<file path="src/rtl/cpu_pkg.sv">
// Shared definitions for the multicycle CPU: opcodes, instruction field
// positions, the operand-fetch FSM state type and the instruction decoder.
package cpu_pkg;

  // Opcodes recognised by the operand-fetch decoder
  localparam logic [5:0] OP_RTYPE = 6'h00;
  localparam logic [5:0] OP_J     = 6'h02;
  localparam logic [5:0] OP_BEQ   = 6'h04;
  localparam logic [5:0] OP_BNE   = 6'h05;
  localparam logic [5:0] OP_ADDI  = 6'h08;  // first ALU-immediate opcode
  localparam logic [5:0] OP_LUI   = 6'h0F;  // last ALU-immediate opcode
  localparam logic [5:0] OP_LW    = 6'h23;
  localparam logic [5:0] OP_SW    = 6'h2B;

  // Instruction field positions (MIPS format)
  localparam int OPC_LSB = 26;
  localparam int OPC_W   = 6;
  localparam int RS_LSB  = 21;
  localparam int RT_LSB  = 16;
  localparam int RD_LSB  = 11;
  localparam int REG_W   = 5;
  localparam int FUNCT_W = 6;
  localparam int IMM_W   = 16;

  typedef enum logic [1:0] {
    IDLE,
    READ,
    VALID
  } state_t;

  // Register usage of one instruction
  typedef struct packed {
    logic             has_dest;
    logic [REG_W-1:0] dest;
    logic             uses_rs;
    logic             uses_rt;
  } decode_t;

  function automatic decode_t decode_instr(input logic [31:0] ir);
    decode_t    d;
    logic [5:0] opc;
    opc        = ir[OPC_LSB +: OPC_W];
    d          = '0;
    d.uses_rs  = 1'b1;
    if (opc == OP_RTYPE) begin
      d.has_dest = 1'b1;
      d.dest     = ir[RD_LSB +: REG_W];
      d.uses_rt  = 1'b1;
    end else if ((opc >= OP_ADDI && opc <= OP_LUI) || opc == OP_LW) begin
      d.has_dest = 1'b1;
      d.dest     = ir[RT_LSB +: REG_W];
    end else if (opc == OP_SW || opc == OP_BEQ || opc == OP_BNE) begin
      d.uses_rt  = 1'b1;
    end else if (opc == OP_J) begin
      d.uses_rs  = 1'b0;
    end
    return d;
  endfunction

endpackage

</file>
<file path="src/rtl/scoreboard.sv">
// Pending-write scoreboard: one bit per architectural register, set when an
// instruction that writes it leaves operand fetch, cleared on writeback.
module scoreboard #(
  parameter int ADDR_W = 5
) (
  input  logic              clk,
  input  logic              rst,
  input  logic              set_en,
  input  logic [ADDR_W-1:0] set_addr,
  input  logic              clr_en,
  input  logic [ADDR_W-1:0] clr_addr,
  input  logic [ADDR_W-1:0] rs_addr,
  input  logic              uses_rs,
  input  logic [ADDR_W-1:0] rt_addr,
  input  logic              uses_rt,
  input  logic [ADDR_W-1:0] dest_addr,
  input  logic              check_dest,
  output logic              hazard
);

  localparam int NREGS = 2 ** ADDR_W;

  logic [NREGS-1:0] pend;
  logic [NREGS-1:0] set_mask;
  logic [NREGS-1:0] clr_mask;
  logic [NREGS-1:0] pend_next;

  // One-hot set/clear masks and the next pending vector
  always_comb begin
    // NOTE: every variable assigned here gets a default first so no path
    // leaves it unassigned, which would otherwise infer a latch.
    set_mask = '0;
    clr_mask = '0;
    if (set_en)
      set_mask[set_addr] = 1'b1;
    if (clr_en && clr_addr != '0)
      clr_mask[clr_addr] = 1'b1;
    // Set is applied after clear so it wins on a same-index collision
    pend_next    = (pend & ~clr_mask) | set_mask;
    pend_next[0] = 1'b0;
  end

  // Pending-write register
  always_ff @(posedge clk) begin
    // NOTE: state is updated with non-blocking assignments so every flop
    // samples pre-edge values regardless of block evaluation order.
    if (rst)
      pend <= '0;
    else
      pend <= pend_next;
  end

  // Hazard lookup on the registered vector only; no same-cycle bypass
  always_comb begin
    hazard = (uses_rs    & pend[rs_addr])
           | (uses_rt    & pend[rt_addr])
           | (check_dest & pend[dest_addr]);
  end

endmodule

</file>
<file path="src/rtl/operand_fetch.sv">
// Decode/operand-fetch stage: accepts an instruction, reads rs/rt from the
// register file, stalls on pending writes and hands a held operand bundle
// to execute over a valid/ready handshake.
module operand_fetch
  import cpu_pkg::*;
#(
  parameter int DATA_W = 32,
  parameter int ADDR_W = 5
) (
  input  logic              clk,
  input  logic              rst,
  input  logic              instr_valid,
  input  logic [31:0]       instr,
  output logic              instr_ready,
  output logic [ADDR_W-1:0] read_address_0,
  output logic [ADDR_W-1:0] read_address_1,
  input  logic [DATA_W-1:0] read_data_0,
  input  logic [DATA_W-1:0] read_data_1,
  output logic              op_valid,
  input  logic              op_ready,
  output logic [DATA_W-1:0] op_a,
  output logic [DATA_W-1:0] op_b,
  output logic [31:0]       op_imm,
  output logic [5:0]        op_opcode,
  output logic [5:0]        op_funct,
  output logic [ADDR_W-1:0] op_dest,
  output logic              op_writes,
  input  logic              wb_en,
  input  logic [ADDR_W-1:0] wb_addr
);

  state_t            state_q;
  state_t            state_d;
  logic [31:0]       ir;
  decode_t           dec;
  logic [ADDR_W-1:0] dest;
  logic              writes;
  logic              hazard;
  logic              accept;
  logic              latch;

  // Decode of the held instruction word
  always_comb begin
    dec    = decode_instr(ir);
    dest   = ADDR_W'(dec.dest);
    writes = dec.has_dest & (dest != '0);
  end

  assign read_address_0 = ir[RS_LSB +: ADDR_W];
  assign read_address_1 = ir[RT_LSB +: ADDR_W];
  assign accept         = instr_valid & instr_ready;
  assign latch          = (state_q == READ) & ~hazard;

  scoreboard #(.ADDR_W(ADDR_W)) u_scoreboard (
    .clk        (clk),
    .rst        (rst),
    .set_en     (latch & writes),
    .set_addr   (dest),
    .clr_en     (wb_en),
    .clr_addr   (wb_addr),
    .rs_addr    (read_address_0),
    .uses_rs    (dec.uses_rs),
    .rt_addr    (read_address_1),
    .uses_rt    (dec.uses_rt),
    .dest_addr  (dest),
    .check_dest (writes),
    .hazard     (hazard)
  );

  // FSM state register
  always_ff @(posedge clk) begin
    if (rst)
      state_q <= IDLE;
    else
      state_q <= state_d;
  end

  // FSM next-state logic
  always_comb begin
    state_d = state_q;
    case (state_q)
      IDLE:    if (accept) state_d = READ;
      READ:    if (!hazard) state_d = VALID;
      VALID:   if (op_ready) state_d = instr_valid ? READ : IDLE;
      default: state_d = IDLE;
    endcase
  end

  // FSM outputs; instr_ready in VALID follows op_ready for back-to-back issue
  always_comb begin
    instr_ready = 1'b0;
    op_valid    = 1'b0;
    case (state_q)
      IDLE:    instr_ready = ~rst;
      VALID: begin
        op_valid    = 1'b1;
        instr_ready = op_ready & ~rst;
      end
      default: ;
    endcase
  end

  // Instruction register and operand bundle; the bundle only moves on READ->VALID
  always_ff @(posedge clk) begin
    if (rst) begin
      ir        <= '0;
      op_a      <= '0;
      op_b      <= '0;
      op_imm    <= '0;
      op_opcode <= '0;
      op_funct  <= '0;
      op_dest   <= '0;
      op_writes <= 1'b0;
    end else begin
      if (accept)
        ir <= instr;
      if (latch) begin
        op_a      <= read_data_0;
        op_b      <= read_data_1;
        op_imm    <= {{(32 - IMM_W){ir[IMM_W-1]}}, ir[IMM_W-1:0]};
        op_opcode <= ir[OPC_LSB +: OPC_W];
        op_funct  <= ir[FUNCT_W-1:0];
        op_dest   <= dest;
        op_writes <= writes;
      end
    end
  end

endmodule
</file>
<file path="config.mk">
export PLATFORM = sky130hd
export DESIGN_NAME = operand_fetch
export DESIGN_NICKNAME = d
export VERILOG_FILES = /design/src/rtl/cpu_pkg.sv /design/src/rtl/scoreboard.sv /design/src/rtl/operand_fetch.sv
export SDC_FILE = /design/constraint.sdc
export NUM_CORES = 1
export LEC_CHECK = 0
export CORE_MARGIN = 8
export CORE_UTILIZATION = 30
export CTS_BUF_LIST = sky130_fd_sc_hd__clkbuf_16
export DETAILED_ROUTE_END_ITERATION = 10
export PLACE_DENSITY = 0.62
export RECOVER_POWER = 100
export SLEW_MARGIN = 20
export SYNTH_ARGS = -nofsm -noshare
export SYNTH_HDL_FRONTEND = slang
export SYNTH_SLANG_ARGS = --single-unit
</file>
<file path="constraint.sdc">
create_clock -name clk -period 3.3 [get_ports clk]
set_input_delay 0.495 -clock clk [delete_from_list [all_inputs] [get_ports clk]]
set_output_delay 0.495 -clock clk [all_outputs]
set_load 0.01 [all_outputs]
</file>
### Word level (Yosys, flattened, before mapping)

Cells that the tools add are included.

* word-level logic and storage cells: 83
* memory bits (writable): 0
* memory bits (read-only): 0
* bits of input ports: 106
* bits in latches: 0
* bits in registers: 164
* output and inout port bits: 126
* memories: 0

* reduce and logical (&&, ||, !) cells: 12
* multiply operators: 0
* shifts and indexed selects: 0
* divide/modulo/power cells: 0
* add/sub/neg operators: 0
* bitwise logic cells: 15
* equal/unequal tests: 10
* multiplexer cells: 27
* $lt $le $gt $ge: 8

Operators with widths (count)
* two-way mux 32 bit: 2
* AND 32 bit: 1
* NOT 32 bit: 1
* OR 32 bit: 1
* less-than comparator 5 x 6 -> 1 bit, second input constant: 4
* binary-select mux 1 bit (select 5 bit): 3
* == test 6 x 3 -> 1 bit, second input constant: 2
* == test 6 bit, second input constant: 2
* two-way mux 1 bit: 12
* two-way mux 6 bit: 2
* demux 1 bit (select 5 bit): 2
* >= comparator 5 x 1 -> 1 bit, second input constant: 2
* nonzero test 5 bit: 2
* AND 1 bit: 8
* two-way mux 2 bit: 4
* == test 6 x 2 -> 1 bit, second input constant: 1
* >= comparator 6 x 4 -> 1 bit, second input constant: 1
* <= comparator 6 x 4 -> 1 bit, second input constant: 1
* logical NOT 6 bit: 1
* inequality test 2 bit, second input constant: 3
* one-hot mux 2 bit (3 select lines): 1
* logical AND 1 bit: 4
* logical OR 1 bit: 3
* AND reduction 3 bit: 1
* other kinds (6): 8

### Depth between registers and ports, before layout

* word-level depth: 14
* gate-level depth with buffers: 12
* mapped depth without buffers: 8

### By module

A second synthesis with hierarchy kept.

* cells, all modules: 874
* area total of the unflattened synthesis: 7021.7 µm²

Modules (own cells, without submodules)
* operand_fetch: times used 1, cells each 617, sequential area each 2522.4 µm², area each 4854.7 µm²
* scoreboard: times used 1, cells each 257, sequential area each 620.6 µm², area each 2167.1 µm²

### Least setup slack after synthesis

Ideal clock, no wire load.

* path kind: reg-to-reg
* from: register ir[16]
* to: register op_dest[2]
* setup slack: 0.486 ns
* stages on the path, launching flop included: 11
* required time: 3.177 ns
* buffers on the path: 2
* clock period less this slack: 2.814 ns
* arrival time: 2.690 ns
* library setup time: 0.123 ns
* cells stage by stage: dfxtp_1 > buf_4 > mux4_2 > mux4_2 > and4_1 > a21oi_1 > o211ai_1 > nor2_1 > o21a_1 > buf_4 > mux2_1

* word-level cells in the longest chain between the ends: 8
* elaborated cells on any way between the ends: 14
* those cells by class: mux (6); bitwise (7); reduce/logical (1)

Ends and longest elaborated chain
* start: declaration: line operand_fetch.sv:34 `logic [31:0] ir;`
* start signal: assignment: line operand_fetch.sv:116 `ir <= instr;`
* two-way mux 6 bit: line cpu_pkg.sv:49 `end else if ((opc >= OP_ADDI && opc <= OP_LUI) || opc == OP_LW) begin`
* two-way mux 6 bit: line cpu_pkg.sv:45 `if (opc == OP_RTYPE) begin`
* binary-select mux 1 bit (select 5 bit) / nonzero test 5 bit (equally long branches): line scoreboard.sv:57, operand_fetch.sv:46
* two-way mux 1 bit (implied by the code) / AND 1 bit (equally long branches): line scoreboard.sv:57, operand_fetch.sv:46
* AND 1 bit: line scoreboard.sv:57 `| (check_dest & pend[dest_addr]);`
* OR 1 bit *: line scoreboard.sv:57
* NOT 1 bit *: line operand_fetch.sv:52 `assign latch = (state_q == READ) & ~hazard;`
* AND 1 bit *: line operand_fetch.sv:52
* end signal: assignment: line operand_fetch.sv:123 `op_dest <= dest;`
* end: declaration: line operand_fetch.sv:26 `output logic [ADDR_W-1:0] op_dest,`

Mark *: on every way between the ends. The rest lies on a longest branch, timed or not. The select of a mux whose other input is x is not followed.
A chain may end at the register's enable or synchronous reset.

### Worst setup path in the final report

* from: register ir[28]
* to: register op_imm[8]

* word-level cells in the longest chain between the ends: 11
* elaborated cells on any way between the ends: 31
* those cells by class: order compare (2); eq/ne (5); mux (10); bitwise (8); reduce/logical (6)

Ends and longest elaborated chain
* >= comparator 6 x 4 -> 1 bit, or another cell as far along: line cpu_pkg.sv:49
* logical AND 1 bit / logical OR 1 bit (equally long branches): line cpu_pkg.sv:49, cpu_pkg.sv:52
* logical OR 1 bit, on equally long branches: line cpu_pkg.sv:49, cpu_pkg.sv:52
* two-way mux 6 bit / two-way mux 1 bit (equally long branches): line cpu_pkg.sv:49, cpu_pkg.sv:52
* two-way mux 6 bit / two-way mux 2 bit (equally long branches): line cpu_pkg.sv:45, cpu_pkg.sv:49
* binary-select mux 1 bit (select 5 bit), or another cell as far along: line scoreboard.sv:57
* two-way mux 1 bit (implied by the code), or another cell as far along: line scoreboard.sv:57
* AND 1 bit / OR 1 bit (equally long branches): line scoreboard.sv:57, scoreboard.sv:56
* OR 1 bit *: line scoreboard.sv:57
* NOT 1 bit *: line operand_fetch.sv:52
* AND 1 bit *: line operand_fetch.sv:52
* end signal: assignment: line operand_fetch.sv:120 `op_imm <= {{(32 - IMM_W){ir[IMM_W-1]}}, ir[IMM_W-1:0]};`
* end: declaration: line operand_fetch.sv:23 `output logic [31:0] op_imm,`

Marks and branches as above.

==> impl_metrics.toml <==
[finish]
fin_area_sq_um = 11310
finalNonFillerCells = 1414
drive_gt1_frac = 0.09599
fill_cells = 2673
diodes = 0
syn_to_final_growth_pct = 37.14
nets = 1166

[sta]
fmax_mhz = 323.7
finalSetupViolations = 0
finalCritPeriodShare = 0.9361
finalCriticalPeriod_ps = 3089
setup_tns_ps = 0
finClkSkew_ps = 16.59
rsz0062_at_grt = "no"
hold_viol_final = 0
slew_headroom = 0.2455
maxSlewViolCount = 0
tightest_slew_ps = 1132

[floorplanning]
fp.dieH_um = 181.8
num_rows = 60
die_width_um = 181.8
die-area_sq_um = 33050
io_pins = 232
start_util = 0.3060
core_area_sq_um = 26950

[critical_path]
reg2reg_depth = 9
path_class = "reg -> reg"
setup.worst_path.start = "ir[28]$_SDFFE_PP0P_"
timing.rr.start = "ir[28]$_SDFFE_PP0P_"
r2r_setup_slack_ps = 210
required_ps = 3650
worst_r2r_endpoint = "op_imm[8]$_SDFFE_PP0P_"
cp.arrival_ps = 3440
endpoint = "op_imm[8]$_SDFFE_PP0P_"
crit_path_start_kind = "register"
end_kind = "register"
critical_path_peak_fanout = 10

[grt]
gr-total-overflow = 0
grt_pass1_wl_mm = 38.21
track_usage = 0.1440
grt_max_degree = 120
grt_pass1_vias = 6912
antenna_found_initial = 0

[synth]
synth.net_count = 986
syn_avg_cell_area_sq_um = 9.371
async_flop_share = 0
syn_area_sq_um = 8247
yosysSeqAreaShare = 0.3811
synthCells = 880
yosys_most_used_dff = "dfxtp_1"
synth_edf_count = 0
ys_types = 61
yosys_warnings = 0
synth-seq-cells = 157

[routing]
antenna_left = 0
drt-vias-per-instance = 4.895
vias = 6922
wl_mm = 24.66
drt-initial-drc-count = 294
wl_per_cell_um = 17.44
dr.pass1.iters = 5
drc = 0

[placement]
placed_area_sq_um = 10670
port-buffer-count = 231
dp_hpwl_mm = 18.12
place_inst = 1380
gp_congestion = 0.9126

[clock_tree]
clkLatencyLatePin_ps = 430
h-tree-depth = 4
cts_sinks = 157
cts_buffers = 17
cts_tree = "done"
clk_pin_slew_worst_paths_ps = 80
clockBufferDepth = 2
root_buffer = "clkbuf_16"

[flow_run]
maxCapViolCount = 0

[pwr]
ir_worst_vdd_v = 0.0002830
powerDensity_nw_per_um2 = 468.2
leakage_nw = 4.322

[worst_hold_path]
hold_class = "reg -> reg"

[outcome]
outcome = "complete, no violations"
-- flip-flops by register name (all words and copies together) (netlist names) --
register           cells
op_writes              1
u_scoreboard.pend     31
op_imm                16
op_dest                5
op_b                  32
state_q                2
op_opcode              6
op_a                  32
ir                    32
-- power breakdown --
part           switching, mW  internal [mW]  total (mW)
clock network          0.952           1.10        2.05
registers              0.112           2.03        2.14
logic                  0.529          0.573        1.10
-- synthesized netlist by cell type (3+ instances only) --
master,count,area share
nand2b_1,185,0.14
dfxtp_1,157,0.38
mux2i_1,93,0.11
o21ai_0,58,0.035
nand2_1,55,0.025
clkbuf_1,37,0.017
buf_4,35,0.032
o31ai_1,25,0.023
nor2_1,23,0.010
nor2b_1,23,0.017
mux4_2,18,0.049
or3_1,13,0.0099
a21oi_1,11,0.0067
inv_1,11,0.0050
a211oi_1,10,0.0091
buf_2,10,0.0061
buf_6,9,0.012
nand3b_1,9,0.0082
o22ai_1,8,0.0061
a21o_1,6,0.0055
nor3_1,5,0.0030
nor3b_1,5,0.0046
or4bb_1,5,0.0068
nand3_1,4,0.0024
or2_2,4,0.0030
a2111oi_2,3,0.0055
a22oi_1,3,0.0027
a311oi_1,3,0.0032
a32oi_1,3,0.0032
and2_1,3,0.0023
mux2_1,3,0.0041
-- metrics by stage --
stage | utilization | setup slack, ps | total power, mW | hold slack [ps]
6_report | 0.4196 | 210.8 | 5.295 | 468.1
5_1_grt | 0.4196 | 9.075 | 5.534 | 487.8
4_1_cts | 0.4188 | 72.42 | 5.415 | 474.9
3_5_place_dp | 0.3958 | 83.64 | 3.340 | 462.3
3_3_place_gp | 0.3958 | 133.9 | 3.331 | 456.6
2_1_floorplan | - | 486.3 | 2.819 | 455.7
-- cell usage in the layout, fill, tap and decap left out, drive strengths merged, types with 10 or more instances in the layout --
cell type / Yosys / layout
nand2: 55 / 55
o21ai: 61 / 61
clkbuf: 37 / 21
nor2: 24 / 24
mux4: 18 / 18
or3: 13 / 13
o31ai: 25 / 25
nand2b: 185 / 185
mux2i: 93 / 93
a21oi: 11 / 11
dlygate4sd3: 0 / 126
dfxtp: 157 / 157
clkdlybuf4s50: 0 / 104
inv: 11 / 18
nor2b: 23 / 23
buf: 56 / 19
a211oi: 10 / 10
-- cell families after synthesis --
group,Yosys count,share of synthesized area
AND/OR/NAND/NOR,354,0.2549
flip-flops,157,0.3811
AO/OA/AOI/OAI,149,0.1221
multiplexers,116,0.1689
buffers and inverters,104,0.07298
-- area by class of cell --
type | count | area, sq um | share of cell area
multi-input combinational | 620 | 4557 | 0.4029
clock buffer | 17 | 425.4 | 0.03761
timing repair buffer | 253 | 2519 | 0.2227
tap | 341 | 426.7 | 0.03773
inverter | 11 | 41.29 | 0.003651
sequential | 157 | 3148 | 0.2783
clock inverter | 15 | 192.7 | 0.01704
-- how the worst min path moves through the flow --
stage	from	end	slack, ps	depth (start not counted)
after global routing	op_b[8]$_SDFFE_PP0P_	op_b[8]$_SDFFE_PP0P_	490	2
after detailed placement	op_a[18]$_SDFFE_PP0P_	op_a[18]$_SDFFE_PP0P_	460	2
after floorplan	ir[0]$_SDFFE_PP0P_	op_imm[0]$_SDFFE_PP0P_	460	2
after global placement	op_a[12]$_SDFFE_PP0P_	op_a[12]$_SDFFE_PP0P_	460	2
final	op_b[22]$_SDFFE_PP0P_	op_b[22]$_SDFFE_PP0P_	470	2
after CTS	op_b[22]$_SDFFE_PP0P_	op_b[22]$_SDFFE_PP0P_	470	2
-- what timing repair did --
action                     4_1_cts  5_1_grt
setup endpoints to repair        0      118
hold buffers                     0        0
resized for setup                0       11
setup buffers                    0        1
-- worst max-delay path, cell delays in order, from the launching register on --
cell and delay [ps]:
dfxtp_1 390, or4b_2 760, o21ai_2 270, a32oi_2 230
a211oi_1 280, a2111oi_2 100, nand4_1 240, o21a_4 270
buf_2 280, mux2i_1 210
-- routing by layer --
metal  vias to the layer above  global-route usage  part of all wire
met1                      3241              0.1706              0.43
met5                         -                   0                 0
met4                         0             0.04264             0.015
met3                        29             0.05569             0.095
li1                       3404                   -                 -
met2                       248              0.2378              0.46
(Power assumes the default switching activity.)
